==> config.mk <==
export PLATFORM = sky130hd
export DESIGN_NAME = arm_mc_controller_flat
export DESIGN_NICKNAME = d
export VERILOG_FILES = /design/src/rtl/arm_mc_controller_if.sv /design/src/rtl/arm_mc_controller.sv /design/src/flat_wrapper.sv
export SDC_FILE = /design/constraint.sdc
export NUM_CORES = 1
export LEC_CHECK = 0
export ABC_AREA = 1
export CAP_MARGIN = 20
export CORE_UTILIZATION = 43
export DETAILED_ROUTE_END_ITERATION = 12
export GPL_TIMING_DRIVEN = 0
export PLACE_DENSITY = 0.83
export SLEW_MARGIN = 20
export SYNTH_ARGS = -nofsm -noshare
export SYNTH_HDL_FRONTEND = slang
export SYNTH_SLANG_ARGS = --single-unit
==> constraint.sdc <==
create_clock -name clk -period 2.9 [get_ports clk]
set_clock_uncertainty 0.2 [all_clocks]
set_input_delay 0.58 -clock clk [delete_from_list [all_inputs] [get_ports clk]]
set_output_delay 0.58 -clock clk [all_outputs]
set_load 0.02 [all_outputs]
==> src/rtl/arm_mc_controller_if.sv <==
// Signal bundle between the multicycle ARM controller and its datapath.
// The datapath (master) supplies instruction fields and ALU flags; the controller (slave) returns enables and selects.
interface arm_mc_controller_if;
    logic [3:0] Cond;
    logic [1:0] Op;
    logic [5:0] Funct;
    logic [3:0] Rd;
    logic [3:0] ALUFlag;

    logic       PCWrite;
    logic       MemWrite;
    logic       RegWrite;
    logic       IRWrite;
    logic       AdrSrc;
    logic [1:0] RegSrc;
    logic [1:0] ALUSrcA;
    logic [1:0] ALUSrcB;
    logic [1:0] ResultSrc;
    logic [1:0] ImmSrc;
    logic [1:0] ALUControl;

    modport master (
        output Cond, Op, Funct, Rd, ALUFlag,
        input  PCWrite, MemWrite, RegWrite, IRWrite, AdrSrc, RegSrc,
               ALUSrcA, ALUSrcB, ResultSrc, ImmSrc, ALUControl
    );

    modport slave (
        input  Cond, Op, Funct, Rd, ALUFlag,
        output PCWrite, MemWrite, RegWrite, IRWrite, AdrSrc, RegSrc,
               ALUSrcA, ALUSrcB, ResultSrc, ImmSrc, ALUControl
    );
endinterface

==> src/rtl/arm_mc_controller.sv <==
// Multicycle ARM control unit: 10-state sequencer, ALU decode, NZCV flags register
// and condition-code gating of every architectural write.
module arm_mc_controller #(
    parameter logic [3:0] RESET_FLAGS = 4'b0000
) (
    input  logic                  clk,
    input  logic                  reset,
    arm_mc_controller_if.slave    bus
);

    typedef enum logic [3:0] {
        S_FETCH,
        S_DECODE,
        S_MEMADR,
        S_MEMREAD,
        S_MEMWB,
        S_MEMWR,
        S_EXECR,
        S_EXECI,
        S_ALUWB,
        S_BRANCH
    } state_t;

    state_t     state;
    state_t     state_next;

    logic [3:0] flags;        // {N,Z,C,V}
    logic       cond_ex_r;
    logic       no_write_r;

    logic       next_pc;
    logic       branch;
    logic       reg_w;
    logic       mem_w;
    logic       ir_write;
    logic       alu_op;
    logic       adr_src;
    logic [1:0] alu_src_a;
    logic [1:0] alu_src_b;
    logic [1:0] result_src;

    logic [3:0] cmd;
    logic [1:0] alu_control;
    logic       is_cmp;
    logic       is_add_sub;
    logic [1:0] flag_w;
    logic       cond_ex;
    logic       no_write_dec;
    logic       pcs;

    assign cmd = bus.Funct[4:1];

    // Condition evaluation always looks at the registered flags, never at ALUFlag.
    always_comb begin
        cond_ex = 1'b0;
        unique case (bus.Cond)
            4'b0000: cond_ex = flags[2];
            4'b0001: cond_ex = ~flags[2];
            4'b0010: cond_ex = flags[1];
            4'b0011: cond_ex = ~flags[1];
            4'b0100: cond_ex = flags[3];
            4'b0101: cond_ex = ~flags[3];
            4'b0110: cond_ex = flags[0];
            4'b0111: cond_ex = ~flags[0];
            4'b1000: cond_ex = flags[1] & ~flags[2];
            4'b1001: cond_ex = ~flags[1] | flags[2];
            4'b1010: cond_ex = (flags[3] == flags[0]);
            4'b1011: cond_ex = (flags[3] != flags[0]);
            4'b1100: cond_ex = ~flags[2] & (flags[3] == flags[0]);
            4'b1101: cond_ex = flags[2] | (flags[3] != flags[0]);
            4'b1110: cond_ex = 1'b1;
            4'b1111: cond_ex = 1'b0;
        endcase
    end

    // CMP only suppresses the register write for data-processing encodings.
    assign no_write_dec = (bus.Op == 2'b00) && (cmd == 4'b1010);

    always_comb begin
        alu_control = 2'b00;
        is_cmp      = 1'b0;
        is_add_sub  = 1'b0;
        if (alu_op) begin
            unique case (cmd)
                4'b0100: begin alu_control = 2'b00; is_add_sub = 1'b1; end
                4'b0010: begin alu_control = 2'b01; is_add_sub = 1'b1; end
                4'b0000: alu_control = 2'b10;
                4'b1100: alu_control = 2'b11;
                4'b1010: begin alu_control = 2'b01; is_cmp = 1'b1; end
                default: alu_control = 2'b00;
            endcase
        end
    end

    assign flag_w[1] = alu_op & (bus.Funct[0] | is_cmp);
    assign flag_w[0] = alu_op & ((bus.Funct[0] & is_add_sub) | is_cmp);

    always_ff @(posedge clk) begin
        if (reset) begin
            state      <= S_FETCH;
            flags      <= RESET_FLAGS;
            cond_ex_r  <= 1'b0;
            no_write_r <= 1'b0;
        end else begin
            // NOTE: non-blocking so every register samples pre-edge values regardless of statement order.
            state <= state_next;
            if (state == S_DECODE) begin
                cond_ex_r  <= cond_ex;
                no_write_r <= no_write_dec;
            end
            if (cond_ex_r && flag_w[1]) flags[3:2] <= bus.ALUFlag[3:2];
            if (cond_ex_r && flag_w[0]) flags[1:0] <= bus.ALUFlag[1:0];
        end
    end

    always_comb begin
        // NOTE: every output gets a default first, so no path through the case can infer a latch.
        state_next = state;
        next_pc    = 1'b0;
        branch     = 1'b0;
        reg_w      = 1'b0;
        mem_w      = 1'b0;
        ir_write   = 1'b0;
        alu_op     = 1'b0;
        adr_src    = 1'b0;
        alu_src_a  = 2'b00;
        alu_src_b  = 2'b00;
        result_src = 2'b00;
        unique case (state)
            S_FETCH: begin
                alu_src_a  = 2'b01;
                alu_src_b  = 2'b10;
                result_src = 2'b10;
                ir_write   = 1'b1;
                next_pc    = 1'b1;
                state_next = S_DECODE;
            end
            S_DECODE: begin
                alu_src_a  = 2'b01;
                alu_src_b  = 2'b10;
                result_src = 2'b10;
                unique case (bus.Op)
                    2'b01:   state_next = S_MEMADR;
                    2'b00:   state_next = bus.Funct[5] ? S_EXECI : S_EXECR;
                    2'b10:   state_next = S_BRANCH;
                    default: state_next = S_FETCH;
                endcase
            end
            S_MEMADR: begin
                alu_src_b  = 2'b01;
                state_next = bus.Funct[0] ? S_MEMREAD : S_MEMWR;
            end
            S_MEMREAD: begin
                adr_src    = 1'b1;
                state_next = S_MEMWB;
            end
            S_MEMWB: begin
                result_src = 2'b01;
                reg_w      = 1'b1;
                state_next = S_FETCH;
            end
            S_MEMWR: begin
                adr_src    = 1'b1;
                mem_w      = 1'b1;
                state_next = S_FETCH;
            end
            S_EXECR: begin
                alu_op     = 1'b1;
                state_next = S_ALUWB;
            end
            S_EXECI: begin
                alu_src_b  = 2'b01;
                alu_op     = 1'b1;
                state_next = S_ALUWB;
            end
            S_ALUWB: begin
                reg_w      = 1'b1;
                state_next = S_FETCH;
            end
            S_BRANCH: begin
                alu_src_a  = 2'b10;
                alu_src_b  = 2'b01;
                result_src = 2'b10;
                branch     = 1'b1;
                state_next = S_FETCH;
            end
            default: state_next = S_FETCH;
        endcase
    end

    assign pcs = branch | (reg_w & (bus.Rd == 4'd15));

    // Enables are masked by reset directly so an interrupted instruction cannot write anything.
    assign bus.PCWrite  = ~reset & (next_pc | (pcs & cond_ex_r));
    assign bus.RegWrite = ~reset & reg_w & cond_ex_r & ~no_write_r;
    assign bus.MemWrite = ~reset & mem_w & cond_ex_r;
    assign bus.IRWrite  = ~reset & ir_write;

    assign bus.AdrSrc     = adr_src;
    assign bus.ALUSrcA    = alu_src_a;
    assign bus.ALUSrcB    = alu_src_b;
    assign bus.ResultSrc  = result_src;
    assign bus.ALUControl = alu_control;
    assign bus.ImmSrc     = bus.Op;
    assign bus.RegSrc     = {bus.Op == 2'b01, bus.Op == 2'b10};

endmodule

==> src/flat_wrapper.sv <==
// flat-port wrapper written by rule: the top's interface ports become plain ports
module arm_mc_controller_flat 
#(
    parameter logic [3:0] RESET_FLAGS = 4'b0000
)
  (clk, reset, bus_Cond, bus_Op, bus_Funct, bus_Rd, bus_ALUFlag, bus_PCWrite, bus_MemWrite, bus_RegWrite, bus_IRWrite, bus_AdrSrc, bus_RegSrc, bus_ALUSrcA, bus_ALUSrcB, bus_ResultSrc, bus_ImmSrc, bus_ALUControl);
  arm_mc_controller_if bus_i ();
  input  logic clk;
  input  logic reset;
  input wire logic [$bits(bus_i.Cond)-1:0] bus_Cond;
  input wire logic [$bits(bus_i.Op)-1:0] bus_Op;
  input wire logic [$bits(bus_i.Funct)-1:0] bus_Funct;
  input wire logic [$bits(bus_i.Rd)-1:0] bus_Rd;
  input wire logic [$bits(bus_i.ALUFlag)-1:0] bus_ALUFlag;
  output wire logic [$bits(bus_i.PCWrite)-1:0] bus_PCWrite;
  output wire logic [$bits(bus_i.MemWrite)-1:0] bus_MemWrite;
  output wire logic [$bits(bus_i.RegWrite)-1:0] bus_RegWrite;
  output wire logic [$bits(bus_i.IRWrite)-1:0] bus_IRWrite;
  output wire logic [$bits(bus_i.AdrSrc)-1:0] bus_AdrSrc;
  output wire logic [$bits(bus_i.RegSrc)-1:0] bus_RegSrc;
  output wire logic [$bits(bus_i.ALUSrcA)-1:0] bus_ALUSrcA;
  output wire logic [$bits(bus_i.ALUSrcB)-1:0] bus_ALUSrcB;
  output wire logic [$bits(bus_i.ResultSrc)-1:0] bus_ResultSrc;
  output wire logic [$bits(bus_i.ImmSrc)-1:0] bus_ImmSrc;
  output wire logic [$bits(bus_i.ALUControl)-1:0] bus_ALUControl;
  assign bus_i.Cond = bus_Cond;
  assign bus_i.Op = bus_Op;
  assign bus_i.Funct = bus_Funct;
  assign bus_i.Rd = bus_Rd;
  assign bus_i.ALUFlag = bus_ALUFlag;
  assign bus_PCWrite = bus_i.PCWrite;
  assign bus_MemWrite = bus_i.MemWrite;
  assign bus_RegWrite = bus_i.RegWrite;
  assign bus_IRWrite = bus_i.IRWrite;
  assign bus_AdrSrc = bus_i.AdrSrc;
  assign bus_RegSrc = bus_i.RegSrc;
  assign bus_ALUSrcA = bus_i.ALUSrcA;
  assign bus_ALUSrcB = bus_i.ALUSrcB;
  assign bus_ResultSrc = bus_i.ResultSrc;
  assign bus_ImmSrc = bus_i.ImmSrc;
  assign bus_ALUControl = bus_i.ALUControl;
  arm_mc_controller #(.RESET_FLAGS(RESET_FLAGS)) u_core (.clk(clk), .reset(reset), .bus(bus_i));
endmodule
After elaboration in Yosys (flattened, before gate mapping):

Index checks and enable logic that the tools add are counted.

* flip-flop bits (word level): 10
* input port bits: 22

* eq/ne operators: 33
* muxes and demuxes: 20
* bitwise gates (word level): 26
* reduce and logical (&&, ||, !) cells: 15

Operator list (number)
* $eq 4x4->1 const B: 13
* $eq 4x3->1 const B: 9
* $eq 4x2->1 const B: 5
* $pmux 4 s5: 1
* $pmux 1 s16: 1
* $and 1x1->1: 14
* $logic_not 4->1: 3
* $pmux 2 s2: 3
* $pmux 4 s3: 1
* $reduce_or 2->1: 6
* $mux 1: 11
* $eq 4x1->1 const B: 2
* $not 1->1: 6
* $or 1x1->1: 6
* $pmux 2 s3: 1
* $reduce_or 3->1: 2
* $logic_and 1x1->1: 3
* $mux 3: 1
* $eq 2x1->1 const B: 1
* $eq 2x2->1 const B: 1
* $logic_not 2->1: 1
* $mux 2: 1
* $eq 1x1->1: 1
* $ne 1x1->1: 1

Depth between registers and ports, before layout:

Gate-level depths: netlist of run 1.

* depth after elaboration: 8
* mapped depth: 12
* gate-level depth less buffers: 12

Worst setup path after synthesis of run 1:

Ideal clock, no wire load.

* kind: register -> output
* start point: reg u_core.state[1]
* end point: out bus_ALUSrcB[0]
* arrival time: 1369 ps
* data required time: 2120 ps
* path slack: 751 ps
* stages on the path, launching flop included: 3
* buffers on the path: 0
* cells stage by stage: dfxtp_1 -> inv_2 -> o311ai_0

* word-level cells in the longest chain between the ends: 3
* elaborated cells on any way between the ends: 8
* classes of those cells: eq/ne (4); mux (1); reduce/logical (3)

RTL lines
* start, declared: RTL line arm_mc_controller.sv:24 `state_t state;`
* start signal, assigned: RTL line arm_mc_controller.sv:106 `state <= state_next;`
* $eq 4x4->1, or another cell as far along: RTL line arm_mc_controller.sv:129 `unique case (state)`
* $reduce_or 3->1 (no line) or $reduce_or 2->1 (tied branches)
* $pmux 2 s2 *: RTL line arm_mc_controller.sv:129
* end, declared: RTL line flat_wrapper.sv:22 `output wire logic [$bits(bus_i.ALUSrcB)-1:0] bus_ALUSrcB;`

Mark *: on every way between the ends. The rest lies on a longest branch, timed or not.

Final worst setup path of run 1:

* start point: in bus_Funct[3]
* end point: out bus_ALUControl[1]

* word-level cells in the longest chain between the ends: 4
* elaborated cells on any way between the ends: 7
* classes of those cells: eq/ne (3); mux (2); reduce/logical (2)

RTL lines
* start, declared: RTL line flat_wrapper.sv:12 `input wire logic [$bits(bus_i.Funct)-1:0] bus_Funct;`
* $eq 4x2->1 or $eq 4x4->1 (tied branches): RTL line arm_mc_controller.sv:84 `unique case (cmd)`
* $reduce_or 2->1 (no line)
* $pmux 2 s3 *: RTL line arm_mc_controller.sv:84
* $mux 2 *: RTL line arm_mc_controller.sv:83 `if (alu_op) begin`
* end, declared: RTL line flat_wrapper.sv:25 `output wire logic [$bits(bus_i.ALUControl)-1:0] bus_ALUControl;`

Marked as above.

==> results.sh, run 1 <==
export IMPL_status="finished, final reports clean"
export IMPL_post_synth_main_area_contributors="dfxtp_1 (24%), nand2_1 (18%), inv_1 (10%), nor2_1 (9.0%), o21ai_0 (6.6%)"
export IMPL_worstMarginPinSlew_ns=0.280
export IMPL_ios=39
export IMPL_dominant_combinational_cell_family_by_area_after_synthesis="simple AND/OR/NAND/NOR gates"
export IMPL_fin_total_pwr_w=0.000407
export IMPL_std_cell_core_area_sq_um=1780
export IMPL_postSynthAreaPerCell_sq_um=5.54
export IMPL_yosysMostFrequentCell="nand2_1"
export IMPL_clock_latency_ns=0.26
export IMPL_setup_worst_path_class="primary input to output pin"
export IMPL_num_nets_final=216
export IMPL_grt_met3_usage_pct=3.53
export IMPL_cell_type_with_the_largest_total_area_after_synthesis="dfxtp_1"
export IMPL_reg2reg_from="u_core.state[1]"
export IMPL_grt_met1_usage_pct=31.3
export IMPL_cp_start_kind="primary input"
export IMPL_hold_path_cell_count=2
export IMPL_synth_enable_flop_cells=0
export IMPL_hold_path_startpoint="u_core.flags[0]"
export IMPL_async_sr_flop_fraction_pct=0
export IMPL_cap_violations=0
export IMPL_portBuffers=38
export IMPL_critical_path_required_ns=2.12
export IMPL_violation_count_after_the_first_detailed_route_iteration=29
export IMPL_layout_cell_area_non_filler_sq_um=1280
export IMPL_numCtsBuffers=3
export IMPL_post_synth_most_frequent_cells="nand2_1 (40), inv_1 (23), nor2_1 (20)"
export IMPL_intPower_w=0.000268
export IMPL_remaining_drc_errors=0
export IMPL_vdd_drop_max_mv=0.261
export IMPL_netlist_area_leader_share_pct=24.0
export IMPL_layout_worst_path_cycle_share_pct=96.5
export IMPL_syn_num_nets=173
export IMPL_final_hold_viol_count=0
export IMPL_preCtsSetupSlack_ns=-0.0322
export IMPL_sink_of_the_worst_hold_path="u_core.flags[0]"
export IMPL_post_route_cells_drive_above_1_share_pct=8.33
export IMPL_setup_viol=0
export IMPL_ff2ff_path_depth=7
export IMPL_fin_crit_ns=2.80
export IMPL_floorplan_die_area_sq_um=2120
export IMPL_global_route_usage_met2_pct=41.7
export IMPL_synth_mux_area_fraction_pct=0
export IMPL_tritoncts="built"
export IMPL_cts_htree_levels=1
export IMPL_fin_util_pct=71.9
export IMPL_worstPathArrival_ns=2.02
export IMPL_ys_flop_type="dfxtp_1"
export IMPL_insertedDiodeCount=0
export IMPL_clock_power_share_pct=22.3
export IMPL_post_synth_inst_count=151
export IMPL_largest_fanout_of_any_net_on_the_critical_path=4
export IMPL_grt_start_max_net_pins=11
export IMPL_drt_pass1_iter_count=4
export IMPL_slew_viol_final=0
export IMPL_overflow=0
export IMPL_worstSetupEndpointType="output pin"
export IMPL_detail_route_antenna_nets=0
export IMPL_floorplan_initialDensity_pct=46.9
export IMPL_cts_path_max_buffers=2
export IMPL_post_synth_fa_ha_maj_area_fraction_pct=0
export IMPL_first_pass_grt_wire_length_um=3790
export IMPL_synth_simple_gate_area_share_pct=41.5
export IMPL_timing_fmax_ghz=0.357
export IMPL_reg2reg_setup_slack_ns=1.40
export IMPL_switch_pwr_w=0.000140
export IMPL_hpwl_detailed_um=1920
export IMPL_grt_pass1_vias=929
export IMPL_cts_sink_count=10
export IMPL_die_width_um=46.1
export IMPL_synth_xor_area_share_pct=0
export IMPL_wirelength_um=2340
export IMPL_leakage_power_total_nw=0.619
export IMPL_synth_cell_area_sq_um=836
export IMPL_number_of_distinct_standard_cells_referenced_by_the_synthesized_netlist=22
export IMPL_cts_hold_repair_buffers=0
export IMPL_drt_vias_per_instance=5.00
export IMPL_worst_setup_hold_path_clk_slew_ns=0.06
export IMPL_crit_reg2reg_capture="u_core.flags[3]"
export IMPL_track_usage_pct=24.6
export IMPL_yosys_register_bits=10
export IMPL_share_comb_of_total_power_pct=40.2
export IMPL_totalNegativeSetupSlack_ns=0
export IMPL_synth_compound_gate_area_share_pct=20.2
export IMPL_gr_max_usage_layer="met2"
export IMPL_relSlewSlack_pct=81.1
export IMPL_detailed_place_area_sq_um=1250
export IMPL_num_rows=15
export IMPL_syn_to_final_growth_pct=53.3
export IMPL_p_per_area_nw_per_um2=318
export IMPL_post_cts_setup_buffer_count=0
export IMPL_yosysWarningCount=0
export IMPL_fill_cell_count=171
export IMPL_synth_sequential_area_ratio_pct=24.0
export IMPL_netSwitchingFraction_pct=34.3
export IMPL_gp_congestion=0.933
export IMPL_wl_per_cell_um=10.8
export IMPL_fin_ws_ns=0.101
export IMPL_rsz0062_at_grt="no"
export IMPL_power_frac_seq_pct=37.5
export IMPL_route_vias_total=1084
export IMPL_clock_tree_root_cell="clkbuf_4"
export IMPL_die_height_um=46.1
export IMPL_min_path_type="flop to flop"
export IMPL_antenna_violations_before_repair=0
==> cell type report <==
type                            count  area (sq um)  area share (%)
Buffer                              3          20.0            1.56
Clock buffer                        3          22.5            1.76
Inverter                           27           101            7.91
Multi-Input combinational cell    111           515            40.2
Sequential cell                    10           200            15.6
Tap cell                           25          31.3            2.44
Timing Repair Buffer               38           390            30.5
==> through the flow <==
| step | hold slack [ns] | cells |
|---|---|---|
| 6_report | 0.315 | 217 |
| 5_1_grt | 0.375 | 217 |
| 3_5_place_dp | 0.306 | 214 |
| 3_3_place_gp | 0.302 | 214 |
| 2_1_floorplan | 0.274 | 151 |
| 4_1_cts | 0.318 | 217 |
==> placed cells by master (no fill, tap or decap) <==
master,netlist,layout
o211ai_1,2,2
clkbuf_2,0,1
o21ai_1,2,2
dlymetal6s2s_1,0,4
nor3_1,4,4
dfxtp_1,10,10
clkdlybuf4s50_1,0,34
buf_4,2,2
o311ai_0,1,1
nor2_2,2,2
inv_1,23,23
a22oi_1,1,1
nor2_1,20,20
nand2_1,40,40
nand4_1,4,4
nor2_4,1,1
a21oi_1,10,10
clkbuf_4,0,3
inv_2,4,4
o21ai_2,1,1
nand2_2,2,2
o21ai_0,11,11
a31oi_1,1,1
nand3_1,8,8
a211oi_1,1,1
==> routing by layer <==
metal	wire length, um	part of all wire (%)
met5	0	0
met4	41	1.8
met3	156	6.7
met2	1120	48
met1	1020	44
==> registers in the layout (all words and copies together) (netlist names) <==
| name | cells |
|---|---|
| u_core.cond_ex_r | 1 |
| u_core.no_write_r | 1 |
| u_core.flags | 4 |
| u_core.state | 4 |
==> power by group through the flow <==
| stage | sequential [W] | clock (W) | combinational [W] |
|---|---|---|---|
| 5_1_grt | 0.000154 | 0.000104 | 0.000179 |
| 4_1_cts | 0.000152 | 0.0000927 | 0.000164 |
| 3_3_place_gp | 0.000156 | 0 | 0.000161 |
| 6_report | 0.000153 | 0.0000909 | 0.000164 |
| 2_1_floorplan | 0.000154 | 0 | 0.0000850 |
| 3_5_place_dp | 0.000156 | 0 | 0.000163 |
==> critical path, cell delays in order <==
cell and delay [ns]:
clkdlybuf4s50_1 0.52, nand4_1 0.13, a21oi_1 0.17, clkdlybuf4s50_1 0.62
==> timing repair <==
action,4_1_cts,5_1_grt
endpoints found under the setup margin,1,4
pin swaps,0,0
cloned,0,0
resized for setup,1,4
==> worst max-delay path by stage <==
stage | endpoint | slack [ns] | from | cells after the start
floorplan | bus_ALUSrcB[0] | 0.75 | u_core.state[1] | 2
global placement | bus_PCWrite | -0.05 | reset | 4
detailed placement | bus_PCWrite | -0.03 | reset | 4
CTS | bus_RegWrite | 0.009 | reset | 5
global route | bus_ALUControl[1] | 0.03 | bus_Funct[3] | 4
finish | bus_ALUControl[1] | 0.10 | bus_Funct[3] | 4
==> kinds of logic after synthesis <==
| family | count (synthesis) |
|---|---|
| compound gates | 30 |
| flops | 10 |
| simple gates | 81 |
| buf+inv | 30 |
Power figures use the tool's default switching activity.
==> run 2, diff against run 1 <==
--- a/config.mk
+++ b/config.mk
@@ -7,10 +7,11 @@
 export LEC_CHECK = 0
 export ABC_AREA = 1
 export CAP_MARGIN = 20
-export CORE_UTILIZATION = 43
+export CORE_UTILIZATION = 40
+export CTS_CLUSTER_SIZE = 10
 export DETAILED_ROUTE_END_ITERATION = 12
 export GPL_TIMING_DRIVEN = 0
-export PLACE_DENSITY = 0.83
+export PLACE_DENSITY = 0.78
 export SLEW_MARGIN = 20
 export SYNTH_ARGS = -nofsm -noshare
 export SYNTH_HDL_FRONTEND = slang
==> constraint.sdc (replaced) <==
create_clock -name clk -period 3.1 [get_ports clk]
set_clock_uncertainty 0.2 [all_clocks]
set_input_delay 0.62 -clock clk [delete_from_list [all_inputs] [get_ports clk]]
set_output_delay 0.62 -clock clk [all_outputs]
set_load 0.01 [all_outputs]
==> run 2 against run 1 <==
Non-clock buffer count did not move. Die area up 7.2%. Clock-buffer cell count up 1. Cell count up 1.4%. Sequential power decreased by 7%. Cell area rose by 0.39%. Clock power increased by 29%. Combinational power decreased by 14%. Routed wire length shrank 1.8%. Critical path depth is the same. Highest routed layer unchanged.
==> results.sh, run 2 (same netlist as run 1, synthesis figures left out) <==
export IMPL_leakage_power_total_nw=0.555
export IMPL_reg2reg_setup_slack_ns=1.59
export IMPL_hpwl_detailed_um=1820
export IMPL_detail_route_antenna_nets=0
export IMPL_worstMarginPinSlew_ns=0.436
export IMPL_die_height_um=47.7
export IMPL_antenna_violations_before_repair=0
export IMPL_floorplan_die_area_sq_um=2280
export IMPL_drt_vias_per_instance=4.96
export IMPL_fin_crit_ns=2.98
export IMPL_tritoncts="built"
export IMPL_rsz0062_at_grt="no"
export IMPL_clock_latency_ns=0.26
export IMPL_largest_fanout_of_any_net_on_the_critical_path=10
export IMPL_num_rows=16
export IMPL_layout_cells_most_common_list="nand2_1 (40), clkdlybuf4s50_1 (38), inv_1 (23), nor2_1 (20), o21ai_0 (11)"
export IMPL_floorplan_initialDensity_pct=42.6
export IMPL_setup_worst_path_class="primary input to output pin"
export IMPL_ff2ff_path_depth=7
export IMPL_std_cell_core_area_sq_um=1960
export IMPL_p_per_area_nw_per_um2=312
export IMPL_post_route_cells_drive_above_1_share_pct=8.29
export IMPL_grt_start_max_net_pins=11
export IMPL_overflow=0
export IMPL_layout_worst_path_cycle_share_pct=96.2
export IMPL_cts_path_max_buffers=2
export IMPL_worst_setup_hold_path_clk_slew_ns=0.07
export IMPL_cts_sink_count=10
export IMPL_totalNegativeSetupSlack_ns=0
export IMPL_violation_count_after_the_first_detailed_route_iteration=45
export IMPL_numCtsBuffers=3
export IMPL_wl_per_cell_um=10.4
export IMPL_min_path_type="flop to flop"
export IMPL_cts_resized=0
export IMPL_portBuffers=38
export IMPL_grt_pass1_vias=886
export IMPL_status="finished, final reports clean"
export IMPL_remaining_drc_errors=0
export IMPL_timing_fmax_ghz=0.335
export IMPL_ios=39
export IMPL_critical_path_required_ns=2.28
export IMPL_slew_viol_final=0
export IMPL_final_hold_viol_count=0
export IMPL_critical_path_endpoint="bus_PCWrite"
export IMPL_cts_hold_repair_buffers=0
export IMPL_track_usage_pct=21.2
export IMPL_gp_congestion=0.879
export IMPL_worstPathArrival_ns=2.16
export IMPL_largestRegisters="u_core.flags (4), u_core.state (4)"
export IMPL_wirelength_um=2300
export IMPL_syn_to_final_growth_pct=53.9
export IMPL_drt_pass1_iter_count=5
export IMPL_cts_htree_levels=1
export IMPL_vdd_drop_max_mv=0.231
export IMPL_worstSetupEndpointType="output pin"
export IMPL_setup_viol=0
export IMPL_reg2reg_from="u_core.state[1]"
export IMPL_clock_tree_root_cell="clkbuf_4"
export IMPL_relSlewSlack_pct=70.9
export IMPL_cap_violations=0
export IMPL_post_cts_setup_buffer_count=0
export IMPL_layout_commonest_cell="nand2_1"
export IMPL_cp_start_kind="primary input"
export IMPL_insertedDiodeCount=0
export IMPL_cp_startpoint="reset"
export IMPL_fin_total_pwr_w=0.000401
export IMPL_first_pass_grt_wire_length_um=3480
export IMPL_crit_reg2reg_capture="u_core.flags[2]"
export IMPL_die_width_um=47.7
export IMPL_route_vias_total=1092
export IMPL_num_nets_final=216
export IMPL_hold_path_cell_count=2
==> run 2: cell count changes in the layout (fill, tap and decap cells not counted) <==
cell / previous run / this run
clkdlybuf4s50_1: 34 / 38
dlymetal6s2s_1: 4 / 0
clkbuf_1: 0 / 1
clkbuf_2: 1 / 0
clkbuf_8: 0 / 1
==> run 2: routing by layer <==
layer | GRT usage [%] | share of wire (%)
met1 | 29.3 | 48
met2 | 34.3 | 46
met3 | 2.26 | 5.6
met4 | 6.67 | 0.17
met5 | 0 | 0
==> run 2: area by class of cell <==
cell class | instances | area, sq um
plain buffers | 3 | 18.8
repair buffers | 38 | 380
flip-flops and latches | 10 | 200
clock buffers | 4 | 36.3
multi-input cells | 111 | 515
fillers | 196 | 676
well taps | 27 | 33.8
inverters | 27 | 101
==> run 2: metrics by stage <==
stage	util [%]	area [sq um]	setup slack (ns)	hold slack [ns]	instances
after floorplan	-	836	1.15	0.274	151
after global placement	63.7	1250	0.125	0.299	216
after detailed placement	63.7	1250	0.150	0.308	216
after CTS	65.6	1290	0.128	0.319	220
after global routing	65.6	1290	0.0284	0.345	220
final	65.6	1290	0.118	0.320	220
==> run 2: worst max-delay path, cell delays in order <==
cell             delay, ns
clkdlybuf4s50_1       0.50
clkbuf_1              0.37
o21ai_0               0.17
clkdlybuf4s50_1       0.50
==> run 2: worst min-delay path by stage <==
stage / startpoint / end / slack [ns]
floorplan: u_core.flags[2] / u_core.flags[2] / 0.27
global placement: u_core.flags[1] / u_core.flags[1] / 0.30
detailed placement: u_core.flags[1] / u_core.flags[1] / 0.31
CTS: u_core.flags[1] / u_core.flags[1] / 0.32
global route: u_core.flags[1] / u_core.flags[1] / 0.34
finish: u_core.flags[1] / u_core.flags[1] / 0.32
==> run 2: power breakdown <==
group | internal, W | switching (W) | total, W
clock | 0.0000712 | 0.0000459 | 0.000117
sequential | 0.000135 | 0.00000825 | 0.000143
combinational | 0.0000713 | 0.0000699 | 0.000141
total | 0.000277 | 0.000124 | 0.000401
==> run 3, diff against run 2 <==
==> constraint.sdc (replaced) <==
create_clock -name clk -period 3.1 [get_ports clk]
set_clock_uncertainty 0.2 [all_clocks]
set_input_delay 0.31 -clock clk [delete_from_list [all_inputs] [get_ports clk]]
set_output_delay 0.31 -clock clk [all_outputs]
set_load 0.01 [all_outputs]
==> results of run 3 <==
Same layout as run 2 (identical final DEF). Status: finished, final reports clean.
Among the figures that moved: setup slack after placement 0.150 ns -> 0.770 ns; setup slack after layout 0.118 ns -> 0.661 ns; start point of the critical path reset -> u_core.state[3]; end point of the critical path bus_PCWrite -> bus_ALUSrcB[0]
